**src/rtl/video_timing_gen.sv**
```systemverilog
`default_nettype none
// +--------------------------------------------------------------------------+
// | video_timing_gen: raster pixel/line counters with delayed sync/vde        |
// | Revision: 1.0                                                             |
// +--------------------------------------------------------------------------+
module video_timing_gen #(
  parameter int H_ACTIVE = 640,
  parameter int H_FP     = 16,
  parameter int H_SYNC   = 96,
  parameter int H_BP     = 48,
  parameter int V_ACTIVE = 480,
  parameter int V_FP     = 10,
  parameter int V_SYNC   = 2,
  parameter int V_BP     = 33,
  parameter bit HS_POL   = 1'b0,
  parameter bit VS_POL   = 1'b0,
  parameter int LATENCY  = 2
) (
  input  logic       pixclk,
  input  logic       reset,
  input  logic       ce,
  output logic [9:0] x,
  output logic [9:0] y,
  output logic       active,
  output logic       line_start,
  output logic       frame_start,
  output logic       vde,
  output logic       hSync,
  output logic       vSync
);

  localparam int H_TOTAL = H_ACTIVE + H_FP + H_SYNC + H_BP;
  localparam int V_TOTAL = V_ACTIVE + V_FP + V_SYNC + V_BP;

  localparam logic [10:0] C_H_ACTIVE   = 11'(H_ACTIVE);
  localparam logic [10:0] C_HS_START   = 11'(H_ACTIVE + H_FP);
  localparam logic [10:0] C_HS_END     = 11'(H_ACTIVE + H_FP + H_SYNC);
  localparam logic [10:0] C_V_ACTIVE   = 11'(V_ACTIVE);
  localparam logic [10:0] C_VS_START   = 11'(V_ACTIVE + V_FP);
  localparam logic [10:0] C_VS_END     = 11'(V_ACTIVE + V_FP + V_SYNC);
  localparam logic [9:0]  C_X_LAST     = 10'(H_TOTAL - 1);
  localparam logic [9:0]  C_Y_LAST     = 10'(V_TOTAL - 1);

  generate
    if (H_TOTAL > 1024 || V_TOTAL > 1024) begin : g_bad_total
      $error("video_timing_gen: H_TOTAL and V_TOTAL must not exceed 1024");
    end
    if (LATENCY < 1 || LATENCY > 8) begin : g_bad_latency
      $error("video_timing_gen: LATENCY must be within 1..8");
    end
  endgenerate

  logic [9:0]  r_x;
  logic [9:0]  r_y;
  logic [10:0] w_x_ext;
  logic [10:0] w_y_ext;
  logic        w_de_raw;
  logic        w_hs_raw;
  logic        w_vs_raw;
  // Each stage holds {de, hs, vs} before polarity is applied.
  logic [2:0]  r_pipe [LATENCY];

  always_ff @(posedge pixclk or posedge reset) begin
    if (reset) begin
      r_x <= '0;
      r_y <= '0;
    end else if (ce) begin
      if (r_x == C_X_LAST) begin
        r_x <= '0;
        r_y <= (r_y == C_Y_LAST) ? '0 : r_y + 10'd1;
      end else begin
        r_x <= r_x + 10'd1;
      end
    end
  end

  assign w_x_ext  = {1'b0, r_x};
  assign w_y_ext  = {1'b0, r_y};
  assign w_de_raw = (w_x_ext < C_H_ACTIVE) && (w_y_ext < C_V_ACTIVE);
  assign w_hs_raw = (w_x_ext >= C_HS_START) && (w_x_ext < C_HS_END);
  assign w_vs_raw = (w_y_ext >= C_VS_START) && (w_y_ext < C_VS_END);

  always_ff @(posedge pixclk or posedge reset) begin
    if (reset) begin
      for (int i = 0; i < LATENCY; i++) begin
        r_pipe[i] <= 3'b000;
      end
    end else if (ce) begin
      r_pipe[0] <= {w_de_raw, w_hs_raw, w_vs_raw};
      for (int i = 1; i < LATENCY; i++) begin
        r_pipe[i] <= r_pipe[i-1];
      end
    end
  end

  assign x           = r_x;
  assign y           = r_y;
  assign active      = w_de_raw;
  assign line_start  = (r_x == 10'd0);
  assign frame_start = (r_x == 10'd0) && (r_y == 10'd0);
  assign vde         = r_pipe[LATENCY-1][2];
  assign hSync       = r_pipe[LATENCY-1][1] ? HS_POL : ~HS_POL;
  assign vSync       = r_pipe[LATENCY-1][0] ? VS_POL : ~VS_POL;

endmodule
`default_nettype wire

```
**config.mk**
```make
export PLATFORM = sky130hd
export DESIGN_NAME = video_timing_gen
export DESIGN_NICKNAME = d
export VERILOG_FILES = /design/src/rtl/video_timing_gen.sv
export SDC_FILE = /design/constraint.sdc
export NUM_CORES = 1
export LEC_CHECK = 0
export CELL_PAD_IN_SITES_DETAIL_PLACEMENT = 0
export CELL_PAD_IN_SITES_GLOBAL_PLACEMENT = 1
export CORE_AREA = 2 2 89 57
export DETAILED_ROUTE_END_ITERATION = 10
export DIE_AREA = 0 0 91 59
export PLACE_DENSITY_LB_ADDON = 0.3
export SLEW_MARGIN = 20
export SYNTH_ARGS = -nofsm -noshare
export SYNTH_HDL_FRONTEND = slang
export SYNTH_SLANG_ARGS = --single-unit
export TNS_END_PERCENT = 50
```
**constraint.sdc**
```tcl
create_clock -name pixclk -period 4.5 [get_ports pixclk]
set_input_delay 0.675 -clock pixclk [delete_from_list [all_inputs] [get_ports pixclk]]
set_output_delay 0.675 -clock pixclk [all_outputs]
set_load 0.02 [all_outputs]
```
==> results.ini, run 1 <==
[yosys]
synth_area_per_cell_um2=10.2
synth-async-reset-ratio_pct=100
synth_cell_types=33
yosys_warnings=0
syn_area_mm2=0.00133
syn_inst=131
synth_fp_nets=138
synth.ff_latch_count=26
synth-main-ff-cell=dfrtp_1
synth_top_cell_by_area=dfrtp_1
synth_top_area_share_pct=48.9
synth.top_cells.by_area=dfrtp_1 49%, xor2_1 3.9%, ha_1 3.8%
count_leader_synth=dfrtp_1
synth.yosys.seq_area_share_pct=48.9
synth_edf_count=0
ys_top_cells_by_count=26 x dfrtp_1, 12 x nand2_1, 9 x inv_1, 9 x nor2_1, 8 x o21ai_0

[layout]
nNetsFinal=168
nFillCells=467
final_design_area_no_fill_mm2=0.00176
flip_flop_and_latch_area_um2=651
layout-drive-gt1-share_pct=8.13
multi_input_comb_area_um2=628
syn_to_final_growth_pct=32.0
postLayoutCoreUtil_pct=39.3
diode_count=0
fin_cells=223

[sta]
max_slew.worst_pin.slew_ps=914
timing.max_slew.rel_slack_pct=38.5
sum_of_negative_setup_slack_ps=0
post-route-worst-setup-slack_ps=1340
min_period_over_period_pct=70.3
clock-skew-final_ps=5.46
maxClockFrequency_mhz=316
grt_setup_unrepaired=no
slew_violations=0
hold_viol=0
finalCriticalPeriod_ps=3160
setup_viol=0

[worst_setup_path]
worst-setup-path-type=register to output pin
setup.worst_path.end_class=output pin
worst-endpoint-arrival_ps=2490
critical_path.reg2reg.startpoint=x[0]
critical_path.startpoint_type=register
reg2regPathDepth=5
reg2reg_setup_slack_ps=2260
worst_path_maximum_fanout=10
destination_of_the_worst_register_to_register_timing_path=y[2]
crit_required_ps=3830

[floorplanning]
die_w_um=91
dieHeight_um=59
core_mm2=0.00447
boundaryPins=29
std_cell_rows=19
die_area_mm2=0.00537
start_util_pct=29.8

[clocking]
root_buffer=clkbuf_8
clkLatencyLatePin_ps=270
cts_tree=done
cts-htree-levels=1
cts.sinks=26
cts.path.max_buffers=2
post_cts_resized=0
post-cts-setup-buffer-count=0
clock_pin_slew_on_the_worst_setup_and_hold_paths_ps=100
holdBufCountCts=0
cts-buffers-inserted=3

[pwr]
power-per-cell-area_mw_per_mm2=412
worst_ir_drop_vdd_mv=0.250
leakage_nw=0.756

[place]
dp.final_hpwl_um=2340
post_dp_cell_area_mm2=0.00169
dp_slack_ps=1600
routability_cong=0.813
portBuffers=28
dp.cells=219

[routing]
routed_wire_length_per_instance_um=14.4
drtPass1Iterations=4
detailroute.via_count=1091
detail_route.wirelength_um=3210
drtAntennaViolNets=0
drt_first_iter_violations=59
residual_drc_count=0
route.detailed.vias_per_inst=4.89

[status]
status=finished, final reports clean

[global_routing]
grt_antenna_before_repair=0
grt_pass1_vias=1037
largest_net_degree_at_the_start_of_global_routing=27
track_usage_pct=12.7
grt_first_pass_wirelength_um=5290
grt.overflow.total=0

[worst_hold_path]
worstHoldPathCells=2
worst_hold_path.endpoint=r_pipe[0]
holdCritStartpoint=r_pipe[3]
holdCritPathClass=register to register

[run]
cap_viol_max_count=0

per-layer routing:
| metal | track usage [%] | routed length [µm] | part of all wire, % | vias to the layer above |
|---|---|---|---|---|
| li1 | - | - | - | 520 |
| met1 | 18.7 | 1640 | 51 | 550 |
| met2 | 18.8 | 1440 | 45 | 19 |
| met3 | 3.56 | 114 | 3.5 | 2 |
| met4 | 2.60 | 23 | 0.72 | 0 |
| met5 | 0 | 0 | 0 | - |
registers in the layout, summed over array words and instances (netlist names):
signal,count
vde,1
y,10
x,10
r_pipe,5
critical path: stages (launching register included):
cell and delay [ps]:
dfrtp_1 490, or4_1 550, nor4_1 350, and4_1 240, clkdlybuf4s50_1 600
worst max-delay path by stage:
stage	startpoint	endpoint	slack, ps
finish	x[5]	frame_start	1340
global route	x[5]	frame_start	1250
CTS	x[5]	frame_start	1330
detailed placement	ce	y[2]	1600
global placement	ce	y[2]	1610
floorplan	x[5]	frame_start	1500
kinds of logic after synthesis:
| logic type | share of synthesized area (%) |
|---|---|
| AO/OA/AOI/OAI | 7.90 |
| buffers and inverters | 3.95 |
| XOR/XNOR | 7.24 |
| adder cells (fa/ha/maj) | 3.76 |
| multiplexers | 4.14 |
| flip-flops | 48.9 |
| AND/OR/NAND/NOR | 24.2 |
power by group:
part | leakage [nW] | total (W) | internal [W] | switching [W]
registers | 0.331 | 0.000329 | 0.000264 | 0.0000646
clock network | 0.0357 | 0.000196 | 0.000119 | 0.0000771
logic | 0.390 | 0.000199 | 0.0000976 | 0.000101
total | 0.756 | 0.000724 | 0.000481 | 0.000243
stage by stage:
stage | hold WS, ps | total power [W]
6_report | 497 | 0.000724
5_1_grt | 542 | 0.000766
4_1_cts | 499 | 0.000733
3_5_place_dp | 475 | 0.000534
3_3_place_gp | 470 | 0.000528
2_1_floorplan | 449 | 0.000441
area by class of cell:
cell class                      count  area share [%]
Clock inverter                      1            1.71
Multi-Input combinational cell     91            35.7
Timing Repair Buffer               30            16.8
Tap cell                           63            4.48
Inverter                            9            1.92
Sequential cell                    26            37.0
Clock buffer                        3            2.35
cell usage in the layout, fill, tap and decap left out, drive strengths merged, types with 2 or more instances in the layout:
cell and count:
mux2 4, clkdlybuf4s50 28, and4 3, ha 4, inv 9, clkbuf 3, nand4 2, dfrtp 26
nor2b 2, and3 4, nand2 12, or4 4, nand3 5, a22o 2, nand4b 2, xor2 6
nor4 4, xnor2 5, nor3 4, nor2 9, buf 2, o21ai 8
No activity file was read; power rests on OpenSTA's default activity.
==> run 2: changes to the inputs <==
Clock period 4.5 ns to 2.9 ns, I/O delays scaled along.
==> results.ini, run 2 (synthesis results as in run 1) <==
[sta]
grt_setup_unrepaired=no
max_slew.worst_pin.slew_ps=616
finalCriticalPeriod_ps=2650
hold_viol=0
sum_of_negative_setup_slack_ps=0
slew_violations=0
setup_viol=0
maxClockFrequency_mhz=377
min_period_over_period_pct=91.5
clock-skew-final_ps=5.56
timing.max_slew.rel_slack_pct=58.6

[layout]
diode_count=0
multi_input_comb_area_um2=634
final_cell_mix=27 x clkdlybuf4s50_1, 26 x dfrtp_1, 12 x nand2_1, 9 x nor2_1, 9 x inv_1
syn_to_final_growth_pct=32.6
nFillCells=469
nNetsFinal=170
most_common_cell_after_layout_fill_and_taps_aside=clkdlybuf4s50_1
flip_flop_and_latch_area_um2=651
layout-drive-gt1-share_pct=9.26
postLayoutCoreUtil_pct=39.5

[routing]
detail_route.wirelength_um=3070
drtAntennaViolNets=0
residual_drc_count=0
routed_wire_length_per_instance_um=13.6
route.detailed.vias_per_inst=4.74
drt_first_iter_violations=59
drtPass1Iterations=4
detailroute.via_count=1067

[worst_setup_path]
setup.worst_path.end_class=output pin
critical_path.reg2reg.startpoint=x[0]
destination_of_the_worst_register_to_register_timing_path=y[9]
worst_path_maximum_fanout=9
critical_path.startpoint_type=register
worst-endpoint-arrival_ps=2220
reg2regPathDepth=5
reg2reg_setup_slack_ps=640
critPathLaunch=x[6]
timing.critical_path.to=line_start
worst-setup-path-type=register to output pin
crit_required_ps=2470

[floorplanning]
std_cell_rows=19
dieHeight_um=59
die_area_mm2=0.00537
core_mm2=0.00447
boundaryPins=29
start_util_pct=29.8
die_w_um=91

[clocking]
cts_tree=done
root_buffer=clkbuf_8
cts-buffers-inserted=3
clkLatencyLatePin_ps=270
cts.sinks=26
clock_pin_slew_on_the_worst_setup_and_hold_paths_ps=90
cts.path.max_buffers=2
post-cts-setup-buffer-count=0
cts-htree-levels=1

[worst_hold_path]
worstHoldPathCells=2
holdCritPathClass=register to register

[pwr]
power-per-cell-area_mw_per_mm2=602
worst_ir_drop_vdd_mv=0.342
leakage_nw=0.779

[status]
status=finished, final reports clean

[global_routing]
grt.overflow.total=0
grt_pass1_vias=990
track_usage_pct=12.1
largest_net_degree_at_the_start_of_global_routing=27
grt_antenna_before_repair=0
grt_first_pass_wirelength_um=5080

[run]
cap_viol_max_count=0

[place]
routability_cong=0.823
dp.final_hpwl_um=2330
portBuffers=28

## run 2: changes by cell type in the layout (fill, tap and decap cells not counted)
| cell | delta |
|---|---|
| inv_1 | +1 |
| clkbuf_8 | +1 |
| dlymetal6s2s_1 | +1 |
| nor4_2 | +1 |
| nor4_1 | -1 |
| inv_2 | -1 |
| bufinv_16 | -1 |
| buf_4 | +2 |
| clkdlybuf4s50_1 | -1 |
## run 2: metal layers
layer	part of all wire [%]	global-route usage, %
met5	0	0
met4	0.65	2.60
met1	55	19.0
met3	3.7	2.80
met2	41	16.8
## run 2: repair_timing
| action | CTS | global route |
|---|---|---|
| gates resized for setup | 1 | 1 |
| endpoints found under the setup margin | 1 | 1 |
| hold buffers | 0 | 0 |
| gates cloned | 0 | 0 |
## run 2: worst min path at each step
stage | start | endpoint | slack (ps)
6_report | r_pipe[3] | r_pipe[0] | 500
5_1_grt | vde | vde | 530
4_1_cts | r_pipe[3] | r_pipe[0] | 510
3_5_place_dp | r_pipe[3] | r_pipe[0] | 480
3_3_place_gp | r_pipe[3] | r_pipe[0] | 460
2_1_floorplan | r_pipe[3] | r_pipe[0] | 450
## run 2: per-stage QoR
stage / instance area (µm²) / total power [W] / cells / hold WS (ps) / setup WS (ps)
final: 1770 / 0.00106 / 225 / 505 / 247
after floorplan: 1330 / 0.000684 / 131 / 449 / 140
after global placement: 1700 / 0.000834 / 221 / 465 / 301
after CTS: 1760 / 0.00108 / 225 / 505 / 54.8
after detailed placement: 1700 / 0.000838 / 221 / 481 / 300
after global routing: 1770 / 0.00112 / 225 / 532 / 154
## run 2: layout make-up
cell class,count,area share [%]
multi-input cells,91,35.9
repair buffers,32,17.7
well taps,63,4.46
flip-flops and latches,26,36.9
clock buffers,4,3.12
inverters,9,1.91
## run 2: power by group
group          total (W)  internal [W]  switching [W]
Clock           0.000230      0.000121       0.000109
Combinational   0.000335      0.000162       0.000173
Sequential      0.000498      0.000410      0.0000884
## run 2: worst max-delay path, cell delays in order (launching register included)
cell	delay, ps
dfrtp_1	470
or4_1	540
nor4_2	280
clkdlybuf4s50_1	660
